### src/rtl/regfile_2r1w_32x32_ctl.sv
`default_nettype none
// ============================================================================
// Module   : regfile_2r1w_32x32_ctl
// Purpose  : Sequencing / arbitration controller in front of the predecoded
//            32x32 2R1W register-file macro. Arbitrates two write requesters
//            onto the single macro write port. Registers and predecodes every
//            address into the macro's one-hot groups. Captures macro read data
//            into output registers with a fixed latency.
// Ports    : clk, reset                 - clock, synchronous active-high reset
//            wN_req/adr/dat -> wN_gnt   - write requesters 0/1 (grant is
//                                         combinational, consumes the request)
//            rdN_req/adr -> rdN_vld/q   - read clients 0/1, always accepted
//            rdN_* / wr0_* predecode    - macro-facing one-hot address groups
//            wr0_dat                    - macro write data
//            rd0_dat, rd1_dat           - macro read data (valid in the
//                                         predecode cycle)
// Params   : WR_PRIO (0 = round-robin, 1 = w0 fixed priority)
//            RD_LAT  (2 or 3 cycles from rdN_req to rdN_vld)
// Options  : REGFILE_CTL_BYPASS_EN - forward the in-flight write data to a
//            read of the same address in the same predecode cycle.
// Address  : the 5-bit address is numbered a0..a4 with a0 the MSB, so
//            a0 = adr[4] ... a4 = adr[0].
// Revision : 1.0 - initial release
// ============================================================================
module regfile_2r1w_32x32_ctl #(
    parameter int WR_PRIO = 0,
    parameter int RD_LAT  = 2
) (
    input  logic        clk,
    input  logic        reset,
    input  logic        w0_req,
    input  logic [4:0]  w0_adr,
    input  logic [31:0] w0_dat,
    output logic        w0_gnt,
    input  logic        w1_req,
    input  logic [4:0]  w1_adr,
    input  logic [31:0] w1_dat,
    output logic        w1_gnt,
    input  logic        rd0_req,
    input  logic [4:0]  rd0_adr,
    output logic        rd0_vld,
    output logic [31:0] rd0_q,
    input  logic        rd1_req,
    input  logic [4:0]  rd1_adr,
    output logic        rd1_vld,
    output logic [31:0] rd1_q,
    output logic        rd0_c_na0, rd0_c_a0, rd0_na1_na2, rd0_na1_a2, rd0_a1_na2,
    output logic        rd0_a1_a2, rd0_na3, rd0_a3, rd0_na4, rd0_a4,
    output logic        rd1_c_na0, rd1_c_a0, rd1_na1_na2, rd1_na1_a2, rd1_a1_na2,
    output logic        rd1_a1_a2, rd1_na3, rd1_a3, rd1_na4, rd1_a4,
    output logic        wr0_c_na0, wr0_c_a0, wr0_na1_na2, wr0_na1_a2, wr0_a1_na2,
    output logic        wr0_a1_a2, wr0_na3, wr0_a3, wr0_na4, wr0_a4,
    output logic [31:0] wr0_dat,
    input  logic [31:0] rd0_dat,
    input  logic [31:0] rd1_dat
);

    // Predecode vector layout, MSB first:
    // {c_na0, c_a0, na1_na2, na1_a2, a1_na2, a1_a2, na3, a3, na4, a4}
    function automatic logic [9:0] f_predecode(input logic en, input logic [4:0] adr);
        logic a0, a1, a2, a3, a4;
        a0 = adr[4];
        a1 = adr[3];
        a2 = adr[2];
        a3 = adr[1];
        a4 = adr[0];
        f_predecode = {en & ~a0, en & a0,
                       en & ~a1 & ~a2, en & ~a1 & a2, en & a1 & ~a2, en & a1 & a2,
                       en & ~a3, en & a3, en & ~a4, en & a4};
    endfunction

    // ------------------------------------------------------------------
    // Write arbitration
    // ------------------------------------------------------------------
    logic        r_rr_ptr;      // 0: w0 wins the next contention, 1: w1 wins
    logic        w_gnt0;
    logic        w_gnt1;
    logic [9:0]  r_wr_pd;
    logic [31:0] r_wr_dat;

    always_comb begin
        w_gnt0 = 1'b0;
        w_gnt1 = 1'b0;
        if (!reset) begin
            if (w0_req && w1_req) begin
                if ((WR_PRIO != 0) || !r_rr_ptr) begin
                    w_gnt0 = 1'b1;
                end else begin
                    w_gnt1 = 1'b1;
                end
            end else begin
                w_gnt0 = w0_req;
                w_gnt1 = w1_req;
            end
        end
    end

    assign w0_gnt = w_gnt0;
    assign w1_gnt = w_gnt1;

    always_ff @(posedge clk) begin
        if (reset) begin
            r_rr_ptr <= 1'b0;
            r_wr_pd  <= '0;
            r_wr_dat <= '0;
        end else begin
            if (w_gnt0) begin
                r_rr_ptr <= 1'b1;
            end else if (w_gnt1) begin
                r_rr_ptr <= 1'b0;
            end
            r_wr_pd  <= f_predecode(w_gnt0 | w_gnt1, w_gnt0 ? w0_adr : w1_adr);
            r_wr_dat <= w_gnt0 ? w0_dat : (w_gnt1 ? w1_dat : 32'h0);
        end
    end

    // A write already in its predecode cycle when reset arrives must not reach
    // the array, so reset masks the registered write group at the macro.
    logic [9:0]  w_wr_pd;
    assign w_wr_pd = r_wr_pd & {10{~reset}};
    assign wr0_dat = r_wr_dat & {32{~reset}};

    assign {wr0_c_na0, wr0_c_a0, wr0_na1_na2, wr0_na1_a2, wr0_a1_na2,
            wr0_a1_a2, wr0_na3, wr0_a3, wr0_na4, wr0_a4} = w_wr_pd;

    // ------------------------------------------------------------------
    // Read ports
    // ------------------------------------------------------------------
    logic        w_rd_req [2];
    logic [4:0]  w_rd_adr [2];
    logic [31:0] w_rd_dat [2];
    logic [9:0]  w_rd_pd  [2];
    logic        w_rd_vld [2];
    logic [31:0] w_rd_q   [2];

    assign w_rd_req[0] = rd0_req;
    assign w_rd_req[1] = rd1_req;
    assign w_rd_adr[0] = rd0_adr;
    assign w_rd_adr[1] = rd1_adr;
    assign w_rd_dat[0] = rd0_dat;
    assign w_rd_dat[1] = rd1_dat;

    genvar gi;
    generate
        for (gi = 0; gi < 2; gi = gi + 1) begin : g_rd_port
            logic [9:0]  r_pd;
            logic        r_vld1;
            logic [31:0] r_q1;
            logic        w_act;
            logic [31:0] w_cap;

            // The a0 pair is one-hot whenever the port is enabled.
            assign w_act = r_pd[9] | r_pd[8];

`ifdef REGFILE_CTL_BYPASS_EN
            // Identical enabled predecode vectors mean identical addresses.
            assign w_cap = (w_act && (r_pd == r_wr_pd)) ? r_wr_dat : w_rd_dat[gi];
`else
            assign w_cap = w_rd_dat[gi];
`endif

            always_ff @(posedge clk) begin
                if (reset) begin
                    r_pd   <= '0;
                    r_vld1 <= 1'b0;
                    r_q1   <= '0;
                end else begin
                    r_pd   <= f_predecode(w_rd_req[gi], w_rd_adr[gi]);
                    r_vld1 <= w_act;
                    if (w_act) begin
                        r_q1 <= w_cap;
                    end
                end
            end

            assign w_rd_pd[gi] = r_pd;

            if (RD_LAT == 3) begin : g_lat3
                logic        r_vld2;
                logic [31:0] r_q2;
                always_ff @(posedge clk) begin
                    if (reset) begin
                        r_vld2 <= 1'b0;
                        r_q2   <= '0;
                    end else begin
                        r_vld2 <= r_vld1;
                        if (r_vld1) begin
                            r_q2 <= r_q1;
                        end
                    end
                end
                assign w_rd_vld[gi] = r_vld2;
                assign w_rd_q[gi]   = r_q2;
            end else begin : g_lat2
                assign w_rd_vld[gi] = r_vld1;
                assign w_rd_q[gi]   = r_q1;
            end
        end
    endgenerate

    assign {rd0_c_na0, rd0_c_a0, rd0_na1_na2, rd0_na1_a2, rd0_a1_na2,
            rd0_a1_a2, rd0_na3, rd0_a3, rd0_na4, rd0_a4} = w_rd_pd[0];
    assign {rd1_c_na0, rd1_c_a0, rd1_na1_na2, rd1_na1_a2, rd1_a1_na2,
            rd1_a1_a2, rd1_na3, rd1_a3, rd1_na4, rd1_a4} = w_rd_pd[1];

    assign rd0_vld = w_rd_vld[0];
    assign rd0_q   = w_rd_q[0];
    assign rd1_vld = w_rd_vld[1];
    assign rd1_q   = w_rd_q[1];

endmodule
`default_nettype wire
### config.mk
export PLATFORM = sky130hd
export DESIGN_NAME = regfile_2r1w_32x32_ctl
export DESIGN_NICKNAME = d
export VERILOG_FILES = /design/src/rtl/regfile_2r1w_32x32_ctl.sv
export SDC_FILE = /design/constraint.sdc
export NUM_CORES = 1
export LEC_CHECK = 0
export BUFFER_PORTS_ARGS = -buffer_cell sky130_fd_sc_hd__buf_2
export CORE_ASPECT_RATIO = 1.25
export CORE_MARGIN = 10
export CORE_UTILIZATION = 42
export CTS_CLUSTER_DIAMETER = 200
export CTS_CLUSTER_SIZE = 40
export DETAILED_ROUTE_END_ITERATION = 6
export GPL_ROUTABILITY_DRIVEN = 1
export PLACE_DENSITY = 0.85
export SYNTH_ARGS = -nofsm -noshare
export SYNTH_HDL_FRONTEND = slang
export SYNTH_SLANG_ARGS = --single-unit
### constraint.sdc
create_clock -name clk -period 1.5 [get_ports clk]
set_input_delay 0.225 -clock clk [delete_from_list [all_inputs] [get_ports clk]]
set_output_delay 0.225 -clock clk [all_outputs]
set_load 0.02 [all_outputs]
Word level (Yosys, flattened, before mapping)
Index checks and enable logic that the tools add are counted.

Muxes and demuxes: 11. Bitwise operators: 57. Reductions and logical operators: 2.

Operator list (number): $mux 32 (2); $and 1x1->1 (36); $and 32x32->32 (1); $not 1->1 (16); $and 10x10->10 (1); $mux 1 (8); $mux 5 (1); $or 1x1->1 (3); $reduce_bool 2->1 (1); $logic_and 1x1->1 (1).

Flip-flop bits (word level): 129. Input port bits: 154. Output and inout port bits: 130. Logic and storage cells: 79.

Depth between registers and ports, before layout
Gate-level depths: netlist of run 1.

Depth in word-level cells: 7. Depth in mapped cells: 5. Gate-level depth less buffers: 4.

Worst setup path before layout of run 1
No wires, ideal clock.

Path kind: reg-to-reg. Start: register g_rd_port[0].r_pd[8]. End: register g_rd_port[0].r_q1[11] (netlist: rd0_q[11]). Library setup time: 0.071 ns. Arrival: 1.197 ns. Required time: 1.429 ns. Path slack: 0.233 ns. Cell stages (with the launch flop): 6. Buffers on the path: 2. Clock period less this slack: 1.267 ns. Cell sequence: dfxtp_1 > or2_2 > clkbuf_1 > clkbuf_1 > nand2_1 > a21oi_1.

Word-level cells in the longest chain between the ends: 1.

Ends and longest elaborated chain: start, declared (line 146) `logic [9:0] r_pd;`; start signal, assigned (line 168) `r_pd <= f_predecode(w_rd_req[gi], w_rd_adr[gi]);`; $or 1x1->1 (line 153) `assign w_act = r_pd[9] | r_pd[8];`; end signal, assigned (line 171) `r_q1 <= w_cap;`; end, declared (line 148) `logic [31:0] r_q1;`.

Every way passes these cells. A chain may end at the register's enable or synchronous reset.

Final worst setup path of run 1
Start: register r_rr_ptr. End: output w0_gnt.

Word-level cells in the longest chain between the ends: 3.

Ends and longest elaborated chain: start, declared (line 75) `logic r_rr_ptr;`; start signal, assigned (line 103) `r_rr_ptr <= 1'b0;`; start signal, assigned (line 108) `r_rr_ptr <= 1'b1;`; start signal, assigned (line 110) `r_rr_ptr <= 1'b0;`; $mux 1 (line 86) `if ((WR_PRIO != 0) || !r_rr_ptr) begin`; $mux 1 (line 85) `if (w0_req && w1_req) begin`; $mux 1 (line 84) `if (!reset) begin`; end, declared (line 34) `output logic w0_gnt,`.

Every way passes these cells.

==> metrics, run 1 <==
Slew @ Worst Pin=0.3218 ns; post-DP HPWL=12.52 mm; final WL=16.09 mm; PortBufs=283; CTS Buffer Depth=2; Die Wd=112.4 um; number of synthesized register bits=129; hold slack=0.02645 ns; setup TNS=0 ns; Vias=4,583; Max Fanout on Critical Path=5; synth cell count leaders=132 x nand2_1, 129 x dfxtp_1, 65 x a21oi_1; Hold Fails Final Rpt=0; fill count=852; R2R setup slack=0.16 ns; GPL Wtd Cong=0.8316; number of max-cap violations=0; Startpoint Class=flop; final antenna diode count=0; largest net degree at the start of global routing=65; drt wl/cell=17.17 um; share of the synthesized area in the top cell type=57.59%; CP Class=flop to output pin; Overflow after GRT=0; Peak VDD IR=732.3 uV; CTS root buf=clkbuf_16; DRT antenna net count=0; DRC violations left=0; YS warnings=0; vias per cell=4.891; clk sink count=129; run status=finished, final reports clean; syn nets=652; FFs w/ async S/R, synth=0%; Max Fclk=690.6 MHz; Worst Hold Class=input pin to flop; GRT Resource Usage Total=19.81%; Die Y=135.5 um; clk slew on worst S/H paths=0.06 ns; CTS tree=done; io pins=284; synthesized cell area=4484 um2; area leader, netlist=dfxtp_1; Layout Skew=0.006482 ns; final net count=946; crit end category=output pin; final setup violation count=0; layout cells sized above 1=42.24%; Synth area leaders=dfxtp_1 58%, nand2_1 11%, a21oi_1 7.3%; P per Cell Area=1335 nW/um2; Synth cell types=30; first-pass GRT wire length=23.94 mm; leakage=3.404 nW; H-tree Lvls=4; Core Rows=42; Core Util, Final=65.40%; RSZ-0062 raised after global routing=false; later-pin clock latency in the skew report=0.41 ns; max-slew violations=0; initial antenna violation count=0; register area share after synthesis=57.59%; CP required=1.27 ns; Synth Instances=498; Initial Utilization=42.67%; Pre-Repair DR Iteration Count=4; Post-synth EDFFs=0; core box area=10,510 um2; clock period minus worst slack=1.448 ns; DRT iter0 DRCs=200; period utilization=96.53%; most numerous cell in the Yosys netlist=nand2_1; Avg Inst Size Synth=9.005 um2; Primary FF master, synth=dfxtp_1; CTS buffer count=17; area delta synth->final=53.29%; vias in the first global route=4,605; die footprint=15,240 um2; Slew HR=78.27%; Worst Path Arrival=1.22 ns
[cell type report]
| type | instances | area [um2] | area share [%] |
|---|---|---|---|
| sequential | 129 | 2586 | 37.62 |
| tap | 132 | 165.2 | 2.403 |
| clock inverter | 11 | 178.9 | 2.603 |
| multi-input combinational | 330 | 1758 | 25.57 |
| inverter | 5 | 21.27 | 0.3094 |
| timing repair buffer | 309 | 1714 | 24.94 |
| clock buffer | 21 | 450.4 | 6.553 |
[worst max-delay path: stages (launching register included)]
cell,delay (ns)
dfxtp_4,0.36
a21bo_4,0.23
nor2_4,0.11
buf_6,0.13
[per-layer routing]
layer / wire, um / vias to the layer above / track usage, %
met5: 0 / - / 0
met4: 269 / 0 / 6.780
met3: 2032 / 21 / 10.86
met2: 8147 / 250 / 35.14
met1: 5638 / 2065 / 19.03
li1: - / 2247 / -
[worst paths after layout]
check        startpoint            to  depth (start not counted)
min          w1_dat[31]  r_wr_dat[31]                          2
min reg2reg    rd1_q[0]      rd1_q[0]                          2
max            r_rr_ptr        w0_gnt                          3
max reg2reg    r_rr_ptr    r_wr_pd[4]                          4
[cells by family after synthesis]
kind of cell / Yosys count / synth area share [%]
compound gates: 111 / 16.35
buf+inv: 39 / 3.906
flops: 129 / 57.59
simple gates: 219 / 22.15
[timing repair]
| action | CTS | global route |
|---|---|---|
| resized for setup | 11 | 0 |
| hold endpoints to repair | 12 | 0 |
| endpoints found under the setup margin | 2 | 2 |
| cloned | 0 | 0 |
| buffers inserted | 3 | 2 |
| pin swaps | 2 | 1 |
| hold buffers | 10 | 0 |
[cell usage in the layout, fill, tap and decap left out, drive strengths merged, types with 3 or more instances in the layout]
master	n
buf	299
nand2	132
dfxtp	129
a21oi	65
nor2b	45
a22o	32
clkbuf	21
nor2	20
dlygate4sd3	10
inv	7
and2	6
bufinv	4
nor3	3
a32oi	3
o32a	3
clkinv	3
[power by group]
part | total (mW) | internal [mW] | switching, mW
logic | 1.16 | 0.493 | 0.666
registers | 3.69 | 3.62 | 0.0681
clock network | 4.33 | 2.84 | 1.49
[registers in the layout (all words and copies together), names as in the netlist]
signal and flops:
r_wr_dat 32, r_rr_ptr 1, rd0_q 32, rd1_q 32
g_rd_port.r_pd 20, r_wr_pd 10, rd0_vld 1, rd1_vld 1
[per-stage QoR]
stage / instance area (um2) / power (mW) / std cells / setup slack, ns
6_report: 6874 / 9.175 / 937 / 0.05205
4_1_cts: 6859 / 9.265 / 935 / 0.001400
5_1_grt: 6874 / 9.524 / 937 / 0.007853
3_5_place_dp: 6062 / 4.870 / 890 / 0.1577
3_3_place_gp: 6062 / 4.847 / 890 / 0.1956
2_1_floorplan: 4484 / 4.350 / 498 / 0.2325
No activity file was read; power rests on OpenSTA's default activity.
==> run 2: changes to the inputs <==
--- a/config.mk
+++ b/config.mk
@@ -5,7 +5,7 @@
 export SDC_FILE = /design/constraint.sdc
 export NUM_CORES = 1
 export LEC_CHECK = 0
-export BUFFER_PORTS_ARGS = -buffer_cell sky130_fd_sc_hd__buf_2
+export BUFFER_PORTS_ARGS = -buffer_cell sky130_fd_sc_hd__clkbuf_2
 export CORE_ASPECT_RATIO = 1.25
 export CORE_MARGIN = 10
 export CORE_UTILIZATION = 42
==> metrics, run 2 (synthesis results as in run 1) <==
run status=finished, final reports clean; die footprint=15,240 um2; multi-input logic area=1758 um2; CP delay by family, top=flip-flops; Worst Hold Class=input pin to flop; R2R setup slack=0.16 ns; Die Wd=112.4 um; io pins=284; Power, Total=9.033 mW; CTS Buffer Depth=2; Initial Utilization=42.67%; GPL Wtd Cong=0.8356; H-tree Lvls=4; leakage=3.330 nW; CTS root buf=clkbuf_16; slowest CP cell=dfxtp_4; later-pin clock latency in the skew report=0.41 ns; DRT iter0 DRCs=173; final net count=946; Peak VDD IR=772.9 uV; Slew HR=56.50%; Hold Fails Final Rpt=0; DP Worst Slack=0.1685 ns; Layout Skew=0.004996 ns; fill count=887; P per Cell Area=1325 nW/um2; period utilization=97.03%; DRT antenna net count=0; Max Fanout on Critical Path=4; final setup violation count=0; vias per cell=4.868; final WL=15.71 mm; Pre-Repair DR Iteration Count=5; cells along the critical path=nand2b_4, nand3_4, inv_2, buf_8; final antenna diode count=0; drt wl/cell=16.77 um; worst setup margin=0.04459 ns; CP required=1.27 ns; RSZ-0062 raised after global routing=false; PortBufs=283; Overflow after GRT=0; Startpoint Class=flop; first-pass GRT wire length=24.03 mm; placed cell area=6047 um2; Slew @ Worst Pin=0.6524 ns; commonest non-fill, non-tap cells in the layout=280 x clkbuf_2, 132 x nand2_1, 128 x dfxtp_1, 65 x a21oi_1, 45 x nor2b_1; largest net degree at the start of global routing=50; post-DP HPWL=12.37 mm; fin cells=937; Core Rows=42; most common cell after layout, fill and taps aside=clkbuf_2; Worst Path Arrival=1.23 ns; clk sink count=129; placed cells=893; hold slack=0.02340 ns; initial antenna violation count=0; CTS buffer count=17; layout cells sized above 1=42.86%; max-slew violations=0; clk slew on worst S/H paths=0.06 ns; DRC violations left=0; crit end category=output pin; GRT Resource Usage Total=19.81%; vias in the first global route=4,557; number of max-cap violations=0; Max Fclk=687.1 MHz; Vias=4,561; Die Y=135.5 um; clock period minus worst slack=1.455 ns; fin area=6819 um2; core box area=10,510 um2; Bufs and invs on worst path=2; area delta synth->final=52.06%; largest stage delay on the critical path=0.36 ns; CP Class=flop to output pin; CTS tree=done; FF/Latch Area=2586 um2
-- run 2: changes by cell type in the layout (fill, tap and decap cells not counted), moves of 2 or more --
cell           before  now
buf_4              12   18
buf_8               0    2
clkbuf_1            3    1
buf_6               2    0
clkbuf_2            0  280
clkinv_2            0    2
buf_12              5    2
buf_2             280    0
dlygate4sd3_1      10    7
-- run 2: repair_timing --
item / 4_1_cts / 5_1_grt
resized for setup: 9 / 3
hold endpoints to repair: 7 / 0
endpoints found under the setup margin: 2 / 2
pin swaps: 2 / 1
hold buffers: 7 / 0
buffers inserted: 5 / 0
-- run 2: power breakdown --
part           internal [mW]  switching [mW]  leakage [nW]
combinational          0.479           0.659          1.98
clock                   2.71            1.50         0.293
sequential              3.62          0.0692          1.06
-- run 2: final timing paths --
check                       start                    to  depth (start not counted)
max                      r_rr_ptr                w1_gnt                          4
min                    rd0_adr[3]  g_rd_port[0].r_pd[7]                          2
max reg2reg  g_rd_port[0].r_pd[8]              rd0_q[0]                          3
min reg2reg              rd0_q[8]              rd0_q[8]                          2
-- run 2: metrics by stage --
stage	util, %	setup TNS (ns)
after global routing	64.88	0
after CTS	64.79	-0.01616
after floorplan	-	0
final	64.88	0
after global placement	57.54	0
after detailed placement	57.54	0
-- run 2: worst reg2reg max path: stages (launching register included) --
cell and delay (ns):
dfxtp_1 0.36, or2_2 0.55, nand2_1 0.17, a21oi_1 0.18
-- run 2: routing by layer --
layer / GRT usage, % / vias up / wire, um
li1: - / 2250 / -
met1: 19.33 / 2020 / 5622
met2: 32.69 / 260 / 7462
met3: 12.23 / 31 / 2146
met4: 9.110 / 0 / 478
met5: 0 / - / 0
-- run 2: area by class of cell --
class	instances	area share [%]
Clock buffer	20	6.697
Sequential cell	129	37.93
Clock inverter	12	2.312
Inverter	5	0.2752
Multi-Input combinational cell	330	25.78
Timing Repair Buffer	309	24.59
Tap cell	132	2.422
